**config.mk**
```make
export PLATFORM = sky130hd
export DESIGN_NAME = truncate_flat
export DESIGN_NICKNAME = d
export VERILOG_FILES = /design/src/rtl/truncate_if.sv /design/src/rtl/truncate.sv /design/src/flat_wrapper.sv
export SDC_FILE = /design/constraint.sdc
export NUM_CORES = 1
export LEC_CHECK = 0
export CORE_MARGIN = 8
export CORE_UTILIZATION = 25
export CTS_CLUSTER_DIAMETER = 100
export DETAILED_ROUTE_END_ITERATION = 16
export PLACE_DENSITY = 0.82
export SLEW_MARGIN = 20
export SYNTH_ARGS = -nofsm -noshare
export SYNTH_HDL_FRONTEND = slang
export SYNTH_SLANG_ARGS = --single-unit
export TNS_END_PERCENT = 10
```
**constraint.sdc**
```tcl
create_clock -name clk -period 0.8 [get_ports clk]
set_input_delay 0.24 -clock clk [delete_from_list [all_inputs] [get_ports clk]]
set_output_delay 0.24 -clock clk [all_outputs]
set_load 0.05 [all_outputs]
```
**src/rtl/truncate_if.sv**
```systemverilog
// Sample bus for the truncate width reducer: wide input word and registered narrow result.
interface truncate_if #(
  parameter int IN_WIDTH  = 32,
  parameter int OUT_WIDTH = 18
);
  logic signed [IN_WIDTH-1:0]  value;
  logic signed [OUT_WIDTH-1:0] trunc_value;

  modport master (output value, input  trunc_value);
  modport slave  (input  value, output trunc_value);
endinterface

```
**src/rtl/truncate.sv**
```systemverilog
// Registered fixed-point width reducer: drops the low IN_FRAC-OUT_FRAC fraction bits,
// by floor truncation or by round-half-up with positive saturation.
module truncate #(
  parameter int IN_WIDTH   = 32,
  parameter int IN_FRAC    = 28,
  parameter int OUT_WIDTH  = 18,
  parameter int OUT_FRAC   = 14,
  parameter int ROUND_MODE = 0
) (
  input  logic      clk,
  input  logic      rst_n,
  truncate_if.slave bus
);
  localparam int D = IN_FRAC - OUT_FRAC;

  if ((IN_WIDTH - IN_FRAC) != (OUT_WIDTH - OUT_FRAC)) begin : g_bad_int_bits
    $error("truncate: integer bit count must be preserved");
  end
  if (IN_FRAC <= OUT_FRAC) begin : g_bad_frac_bits
    $error("truncate: IN_FRAC must exceed OUT_FRAC");
  end
  if (ROUND_MODE != 0 && ROUND_MODE != 1) begin : g_bad_mode
    $error("truncate: ROUND_MODE must be 0 or 1");
  end

  localparam logic signed [OUT_WIDTH-1:0] MAX_POS = {1'b0, {(OUT_WIDTH-1){1'b1}}};

  logic signed [OUT_WIDTH-1:0] shifted;
  logic signed [OUT_WIDTH:0]   sum;
  logic signed [OUT_WIDTH-1:0] next_value;

  always_comb begin
    shifted    = bus.value[IN_WIDTH-1:D];
    sum        = {shifted[OUT_WIDTH-1], shifted} + {{OUT_WIDTH{1'b0}}, bus.value[D-1]};
    next_value = shifted;
    if (ROUND_MODE == 1) begin
      // Only a positive carry into the sign bit can overflow; negative sums stay in range.
      if (!sum[OUT_WIDTH] && sum[OUT_WIDTH-1]) begin
        next_value = MAX_POS;
      end else begin
        next_value = sum[OUT_WIDTH-1:0];
      end
    end
  end

  always_ff @(posedge clk or negedge rst_n) begin
    if (!rst_n) begin
      bus.trunc_value <= '0;
    end else begin
      bus.trunc_value <= next_value;
    end
  end
endmodule

```
**src/flat_wrapper.sv**
```systemverilog
// flat-port wrapper written by rule: the top's interface ports become plain ports
module truncate_flat 
#(
  parameter int IN_WIDTH   = 32,
  parameter int IN_FRAC    = 28,
  parameter int OUT_WIDTH  = 18,
  parameter int OUT_FRAC   = 14,
  parameter int ROUND_MODE = 0
)
  (clk, rst_n, bus_value, bus_trunc_value);
  truncate_if #(.IN_WIDTH(IN_WIDTH), .OUT_WIDTH(OUT_WIDTH)) bus_i ();
  input  logic clk;
  input  logic rst_n;
  input wire logic [$bits(bus_i.value)-1:0] bus_value;
  output wire logic [$bits(bus_i.trunc_value)-1:0] bus_trunc_value;
  assign bus_i.value = bus_value;
  assign bus_trunc_value = bus_i.trunc_value;
  truncate #(.IN_WIDTH(IN_WIDTH), .IN_FRAC(IN_FRAC), .OUT_WIDTH(OUT_WIDTH), .OUT_FRAC(OUT_FRAC), .ROUND_MODE(ROUND_MODE)) u_core (.clk(clk), .rst_n(rst_n), .bus(bus_i));
endmodule
```
======== Word-level counts from Yosys, hierarchy flattened ========
Index checks and enable logic that the tools add are counted.
storage, ports and cells
  register bits after elaboration ......... 18
  word-level logic and storage cells ...... 1

======== Depth between registers and ports, before layout ========
Gate-level depths: netlist of run 1.
  depth after elaboration ................. 0
  mapped depth ............................ 0
  gate-level depth less buffers ........... 0

======== Worst setup path after synthesis of run 1 ========
Ideal clock, no wire load.
  path kind ............................... register to output
  start ................................... reg u_core.bus.trunc_value[0]
  end ..................................... out bus_trunc_value[0]
  arrival time ............................ 586 ps
  required time ........................... 560 ps
  path slack .............................. -26 ps
  stages on the path, launching flop included .. 1
  buffers on the path ..................... 0
  cells stage by stage .................... dfrtp_1
RTL lines
  element                 RTL line            RTL
  from (decl)             truncate_if.sv:10   modport slave (input value, output trunc_value);
  from (signal assigned)  truncate.sv:50      bus.trunc_value <= next_value;
  to (decl)               flat_wrapper.sv:15  output wire logic [$bits(bus_i.trunc_value)-1:0] bus_trunc_value;
No word-level cell between the ends.

======== Worst setup path in the final report of run 1 ========
  start ................................... reg u_core.bus.trunc_value[0]
  end ..................................... out bus_trunc_value[0]
No word-level cell between the ends.

==> flow_metrics.env, run 1 <==
export IMPL_status="complete, but fails checks"
export IMPL_rsz0062_at_grt="true"
export IMPL_cp_slowest_cell="dfrtp_2"
export IMPL_fin_tns_setup_ps=-5150
export IMPL_antenna_found_initial=0
export IMPL_via_per_inst=3.61
export IMPL_gr_usage_all_layers=0.0922
export IMPL_synth_most_common_cell="dfrtp_1"
export IMPL_io_buffers=37
export IMPL_ys_seq_area_frac=1.00
export IMPL_cpPeakStageDelay_ps=430
export IMPL_wl_per_cell_um=14.8
export IMPL_hold_viol=0
export IMPL_fp_dieArea_mm2=0.00342
export IMPL_path_cells="buf_12"
export IMPL_syn_nets=52
export IMPL_die_h_um=58.4
export IMPL_yosysTopAreaCell="dfrtp_1"
export IMPL_drt_iter0_drc=1
export IMPL_rows=15
export IMPL_initial_core_util=0.264
export IMPL_synth_top_area_share=1.00
export IMPL_ys_seq_elements=18
export IMPL_endpoint_kind="output pin"
export IMPL_clkTransAtPathRegs_ps=100
export IMPL_max_vdd_ir_drop_uv=1170
export IMPL_ctsHoldBuffers=0
export IMPL_arrival_ps=860
export IMPL_cts_buffers=3
export IMPL_crit_cells=1
export IMPL_path_buf_inv=1
export IMPL_layout_drive_gt1_share=0.419
export IMPL_period_needed_ps=1100
export IMPL_clk_path_buf_depth=2
export IMPL_synthCells=18
export IMPL_top_register="u_core.bus.trunc_value"
export IMPL_core_mm2=0.00171
export IMPL_grt_max_degree=11
export IMPL_total_leakage_power_nw=0.488
export IMPL_ioPinCount=52
export IMPL_synthesis_area_um2=450
export IMPL_synth_distinct_cells=1
export IMPL_grt_ovfl_total=0
export IMPL_fmax_mhz=909
export IMPL_drt_pass1_iter_count=3
export IMPL_hold_class="in2async"
export IMPL_startpoint_type="register"
export IMPL_ys_top_cells_by_area="dfrtp_1 100%"
export IMPL_h_tree_depth=1
export IMPL_cts_root_buf="clkbuf_4"
export IMPL_multi_input_area_um2=0
export IMPL_synth_common_cells="18 x dfrtp_1"
export IMPL_relSlewSlack=0.922
export IMPL_nNetsFinal=97
export IMPL_ys_flop_type="dfrtp_1"
export IMPL_criticalPathCategory="reg2out"
export IMPL_ant_nets=0
export IMPL_period_share=1.37
export IMPL_cts_sink_count=18
export IMPL_crit_fanout=1
export IMPL_required_ps=560
export IMPL_vias=314
export IMPL_antenna_cells=0
export IMPL_wl_um=1290
export IMPL_largest_reg_flops=18
export IMPL_synth_edf_count=0
export IMPL_tightest_slew_ps=116
export IMPL_drv_slew=0
export IMPL_avgSynthCellArea_um2=25.0
export IMPL_violations="negative setup slack"
export IMPL_ys_async_sr_fraction=1.00
export IMPL_fill_cells=121
export IMPL_max_cap_violations=0
export IMPL_layout_comb_gates_multi_input=0
export IMPL_holdWs_ps=260
export IMPL_first_global_vias=379
export IMPL_power_density_mw_per_mm2=1840
export IMPL_hpwl_um=1170
export IMPL_area_delta_synth_final_pct=143
export IMPL_route_detailed_drc=0
export IMPL_gp_congestion=0.602
export IMPL_yosysWarnings=0
export IMPL_setup_viol=18
export IMPL_reg_top3="u_core.bus.trunc_value (18)"
export IMPL_crit_family="flip-flops"
export IMPL_grt_pass1_wl_um=2230
export IMPL_cts_tree="done"
export IMPL_die_width_um=58.4
export IMPL_setup_ws_ps=-300
==> layout by cell type, fill, tap and decap left out <==
master           synthesis  layout
dfrtp_1                 18      17
clkdlybuf4s50_1          0      19
buf_4                    0       3
clkbuf_4                 0       3
dfrtp_2                  0       1
clkbuf_8                 0       1
buf_12                   0      18
==> cells by family (layout without fill, tap and decap cells) <==
logic type | Yosys count | after routing | share of synthesized area
buf+inv | 0 | 44 | 0
flops | 18 | 18 | 1.00
==> where the power goes <==
group / internal [mW] / switching, mW
combinational: 0.265 / 0.221
clock: 0.277 / 0.251
sequential: 0.956 / 0.0399
total: 1.50 / 0.512
==> metrics by stage <==
step	setup WS (ps)	utilization	cells	cell area, µm²	power (mW)
after floorplan	-25.9	-	18	452	1.16
after global placement	21.7	0.618	83	1060	1.50
after detailed placement	-24.9	0.618	83	1060	1.51
after CTS	-321	0.640	87	1090	2.05
after global routing	-367	0.640	87	1090	2.15
final	-300	0.640	87	1090	2.01
==> worst paths after layout <==
kind	startpoint	to	slack [ps]
hold / removal	rst_n	u_core.bus.trunc_value[0]	260
min in group clk	bus_value[14]	u_core.bus.trunc_value[0]	380
max in group asynchronous	rst_n	u_core.bus.trunc_value[3]	360
setup / recovery	u_core.bus.trunc_value[0]	bus_trunc_value[0]	-300
==> cell type report <==
cell class / instances / area (µm²) / share of cell area
well taps: 25 / 31.3 / 0.0286
repair buffers: 40 / 573 / 0.525
flip-flops and latches: 18 / 452 / 0.414
clock buffers: 4 / 36.3 / 0.0332
==> what timing repair did <==
item                       in CTS  in global routing
gates resized for setup         0                  0
setup buffers                   0                  0
setup endpoints to repair      18                 18
pin swaps                       0                  0
==> metal layers <==
layer  routed length (µm)  GRT usage  up-vias  part of all wire
li1                     -          -      142                 -
met1                  406     0.0865      145              0.32
met2                  638      0.135       27              0.50
met3                  241     0.0848        0              0.19
met4                    0     0.0420        0                 0
met5                    0          0        -                 0
(Power assumes the default switching activity.)
==> inputs of run 2 (changes only) <==
- PLACE_DENSITY: 0.82 -> unset
- PLACE_DENSITY_LB_ADDON: unset -> 0.12
- SLEW_MARGIN: 20 -> 5
==> run 2 against run 1 <==
  * The run still ends with negative setup slack left
  * Total power grew 0.54%
  * First-iteration DRC count is the same
  * Worst setup slack lost 0.93 ps
  * Cell count shrank 1.1%
  * Non-clock buffer count shrank 1
  * Largest cell class unchanged
==> flow_metrics.env, run 2 (synthesis gave the netlist of run 1 again) <==
export IMPL_area_delta_synth_final_pct=141
export IMPL_placed_area_mm2=0.00105
export IMPL_endpoint_kind="output pin"
export IMPL_nNetsFinal=96
export IMPL_die_width_um=58.4
export IMPL_layout_drive_gt1_share=0.410
export IMPL_crit_cells=1
export IMPL_startpoint_type="register"
export IMPL_top_register="u_core.bus.trunc_value"
export IMPL_seq_area_um2=452
export IMPL_io_buffers=37
export IMPL_core_mm2=0.00171
export IMPL_fmax_mhz=908
export IMPL_ant_nets=0
export IMPL_route_detailed_drc=0
export IMPL_max_cap_violations=0
export IMPL_period_share=1.38
export IMPL_relSlewSlack=0.921
export IMPL_status="complete, but fails checks"
export IMPL_total_leakage_power_nw=0.483
export IMPL_postCtsSetupRepairBufs=0
export IMPL_holdWs_ps=255
export IMPL_ctsHoldBuffers=0
export IMPL_pre_cts_ws_ps=13.7
export IMPL_crit_fanout=1
export IMPL_arrival_ps=860
export IMPL_antenna_found_initial=0
export IMPL_power_density_mw_per_mm2=1860
export IMPL_switchingPower_mw=0.525
export IMPL_clkTransAtPathRegs_ps=100
export IMPL_seqPwrFrac=0.492
export IMPL_fp_dieArea_mm2=0.00342
export IMPL_period_needed_ps=1100
export IMPL_gp_congestion=0.587
export IMPL_cts_sink_count=18
export IMPL_wl_um=1160
export IMPL_multi_input_area_um2=0
export IMPL_power_share_switching=0.260
export IMPL_setup_ws_ps=-301
export IMPL_stdcell_count=86
export IMPL_criticalPathCategory="reg2out"
export IMPL_grt_ovfl_total=0
export IMPL_crit_family="flip-flops"
export IMPL_drt_pass1_iter_count=2
export IMPL_path_buf_inv=1
export IMPL_cp_slowest_cell="dfrtp_2"
export IMPL_fin_util=0.635
export IMPL_h_tree_depth=1
export IMPL_setup_viol=18
export IMPL_grt_max_degree=11
export IMPL_final_cell_area_mm2=0.00108
export IMPL_fin_tns_setup_ps=-5240
export IMPL_ctsResizeCount=0
export IMPL_antenna_cells=0
export IMPL_path_cells="buf_12"
export IMPL_required_ps=560
export IMPL_hpwl_um=1010
export IMPL_dp_cells=82
export IMPL_drv_slew=0
export IMPL_cts_buffers=3
export IMPL_vias=320
export IMPL_hold_viol=0
export IMPL_ioPinCount=52
export IMPL_final_common_cell="clkdlybuf4s50_1"
export IMPL_clkPwrFrac=0.271
export IMPL_via_per_inst=3.72
export IMPL_reg_top3="u_core.bus.trunc_value (18)"
export IMPL_cts_root_buf="clkbuf_4"
export IMPL_grt_pass1_wl_um=1790
export IMPL_fill_cells=124
export IMPL_rows=15
export IMPL_max_vdd_ir_drop_uv=1210
export IMPL_clk_path_buf_depth=2
export IMPL_largest_reg_flops=18
export IMPL_layout_comb_gates_multi_input=0
export IMPL_final_cell_mix="19 x clkdlybuf4s50_1, 18 x buf_12, 17 x dfrtp_1"
export IMPL_first_global_vias=382
export IMPL_power_frac_comb=0.237
export IMPL_wl_per_cell_um=13.5
export IMPL_drt_iter0_drc=1
export IMPL_rsz0062_at_grt="true"
export IMPL_hold_class="in2async"
export IMPL_cpPeakStageDelay_ps=430
export IMPL_p_total_mw=2.02
export IMPL_p_int_mw=1.50
export IMPL_die_h_um=58.4
export IMPL_initial_core_util=0.264
export IMPL_gr_usage_all_layers=0.0727
export IMPL_violations="negative setup slack"
export IMPL_tightest_slew_ps=119
export IMPL_cts_tree="done"
## run 2: final cells by class
type	instances	share of cell area
Tap cell	25	0.0288
Timing Repair Buffer	39	0.521
Sequential cell	18	0.416
Clock buffer	4	0.0334
## run 2: power groups by stage
| stage | clock network, mW | logic (mW) | registers, mW |
|---|---|---|---|
| finish | 0.547 | 0.479 | 0.994 |
| global route | 0.616 | 0.500 | 0.999 |
| CTS | 0.582 | 0.487 | 0.996 |
| detailed placement | 0 | 0.487 | 1.01 |
| global placement | 0 | 0.482 | 1.01 |
| floorplan | 0 | 0 | 1.16 |
## run 2: worst max path at each step
stage,endpoint,start,slack [ps]
finish,bus_trunc_value[0],u_core.bus.trunc_value[0],-300
global placement,bus_trunc_value[0],u_core.bus.trunc_value[0],20
global route,bus_trunc_value[3],u_core.bus.trunc_value[3],-340
floorplan,bus_trunc_value[10],u_core.bus.trunc_value[10],-30
CTS,bus_trunc_value[4],u_core.bus.trunc_value[4],-320
detailed placement,bus_trunc_value[4],u_core.bus.trunc_value[4],10
## run 2: routing by layer
metal	GRT usage	share of wire	vias to the layer above	routed length (µm)
li1	-	-	140	-
met1	0.0669	0.34	154	395
met2	0.104	0.48	24	557
met3	0.0609	0.17	2	203
met4	0.0524	0.0069	0	8
met5	0	0	-	0
==> inputs of run 3 (changes only) <==
- MAX_ROUTING_LAYER: unset -> met4
==> run 3 against run 2 <==
  * The run still ends with negative setup slack left
  * Sequential share of layout area stayed put
  * Total power hardly changed
  * Clock-buffer cell count stayed put
  * Via count stayed put
  * First-iteration DRC count stayed put
  * Worst hold slack hardly changed
  * Critical path type unchanged
  * Largest power group unchanged
  * Highest routed layer unchanged
==> flow_metrics.env, run 3 (synthesis gave the netlist of run 1 again) <==
export IMPL_status="complete, but fails checks"
export IMPL_violations="negative setup slack"
export IMPL_crit_family="flip-flops"
export IMPL_clkTransAtPathRegs_ps=100
export IMPL_layout_comb_gates_multi_input=0
export IMPL_largest_reg_flops=18
export IMPL_max_cap_violations=0
export IMPL_antenna_found_initial=0
export IMPL_die_h_um=58.4
export IMPL_p_total_mw=2.02
export IMPL_rows=15
export IMPL_wl_um=1170
export IMPL_cts_buffers=3
export IMPL_dp_cells=82
export IMPL_drv_slew=0
export IMPL_hpwl_um=1010
export IMPL_hold_viol=0
export IMPL_fmax_mhz=908
export IMPL_fill_cells=124
export IMPL_startpoint_type="register"
export IMPL_power_density_mw_per_mm2=1860
export IMPL_total_leakage_power_nw=0.483
export IMPL_required_ps=560
export IMPL_criticalPathCategory="reg2out"
export IMPL_top_register="u_core.bus.trunc_value"
export IMPL_path_buf_inv=1
export IMPL_via_per_inst=3.72
export IMPL_cts_root_buf="clkbuf_4"
export IMPL_wl_per_cell_um=13.5
export IMPL_drt_iter0_drc=1
export IMPL_postCtsSetupRepairBufs=0
export IMPL_core_mm2=0.00171
export IMPL_antenna_cells=0
export IMPL_nNetsFinal=96
export IMPL_grt_pass1_wl_um=1780
export IMPL_seq_area_um2=452
export IMPL_ant_nets=0
export IMPL_hold_class="in2async"
export IMPL_period_needed_ps=1100
export IMPL_pre_cts_ws_ps=13.7
export IMPL_cp_slowest_cell="dfrtp_2"
export IMPL_ctsResizeCount=0
export IMPL_max_vdd_ir_drop_uv=1210
export IMPL_first_global_vias=384
export IMPL_cts_tree="done"
export IMPL_fp_dieArea_mm2=0.00342
export IMPL_gp_congestion=0.590
export IMPL_tightest_slew_ps=119
export IMPL_clk_path_buf_depth=2
export IMPL_final_cell_mix="19 x clkdlybuf4s50_1, 18 x buf_12, 17 x dfrtp_1"
export IMPL_stdcell_count=86
export IMPL_die_width_um=58.4
export IMPL_vias=320
export IMPL_multi_input_area_um2=0
export IMPL_rsz0062_at_grt="true"
export IMPL_area_delta_synth_final_pct=141
export IMPL_route_detailed_drc=0
export IMPL_io_buffers=37
export IMPL_drt_pass1_iter_count=2
export IMPL_endpoint_kind="output pin"
export IMPL_grt_ovfl_total=0
export IMPL_setup_viol=18
export IMPL_setup_ws_ps=-301
export IMPL_ioPinCount=52
export IMPL_h_tree_depth=1
export IMPL_crit_fanout=1
export IMPL_reg_top3="u_core.bus.trunc_value (18)"
export IMPL_gr_usage_all_layers=0.0746
export IMPL_relSlewSlack=0.921
export IMPL_initial_core_util=0.264
export IMPL_cts_sink_count=18
export IMPL_path_cells="buf_12"
export IMPL_final_common_cell="clkdlybuf4s50_1"
export IMPL_cpPeakStageDelay_ps=430
export IMPL_layout_drive_gt1_share=0.410
export IMPL_period_share=1.38
export IMPL_arrival_ps=860
export IMPL_grt_max_degree=11
-- run 3: repair_timing --
| item | 4_1_cts | 5_1_grt |
|---|---|---|
| setup endpoints to repair | 18 | 18 |
| hold buffers | 0 | 0 |
| endpoints found under the hold margin | 0 | 0 |
| pin swaps | 0 | 0 |
-- run 3: layout make-up --
| class | instances | area share |
|---|---|---|
| tap | 25 | 0.0288 |
| timing repair buffer | 39 | 0.521 |
| sequential | 18 | 0.416 |
| clock buffer | 4 | 0.0334 |
-- run 3: metal layers --
| layer | global-route usage | wire length (µm) | vias to the layer above |
|---|---|---|---|
| met4 | 0.0524 | 8 | 0 |
| li1 | - | - | 140 |
| met2 | 0.104 | 557 | 24 |
| met5 | - | 0 | - |
| met1 | 0.0746 | 441 | 154 |
| met3 | 0.0478 | 158 | 2 |
-- run 3: path summary, 6_finish.rpt --
path	from	to	slack, ps	depth (start not counted)
min	rst_n	u_core.bus.trunc_value[15]	260	2
min in group clk	bus_value[14]	u_core.bus.trunc_value[0]	370	1
max in group asynchronous	rst_n	u_core.bus.trunc_value[0]	400	2
max	u_core.bus.trunc_value[0]	bus_trunc_value[0]	-300	1
-- run 3: where the power goes --
part | switching [mW] | internal, mW | total (mW)
clock network | 0.270 | 0.277 | 0.547
logic | 0.218 | 0.262 | 0.480
registers | 0.0380 | 0.956 | 0.994
total | 0.525 | 1.50 | 2.02
-- run 3: metrics by stage --
stage,TNS [ps],util,instance area (µm²),hold slack [ps]
after CTS,-5610,0.635,1080,250
after detailed placement,0,0.614,1050,570
after global routing,-5910,0.635,1080,280
final,-5240,0.635,1080,255
after floorplan,-441,-,452,-55.6
after global placement,0,0.614,1050,576
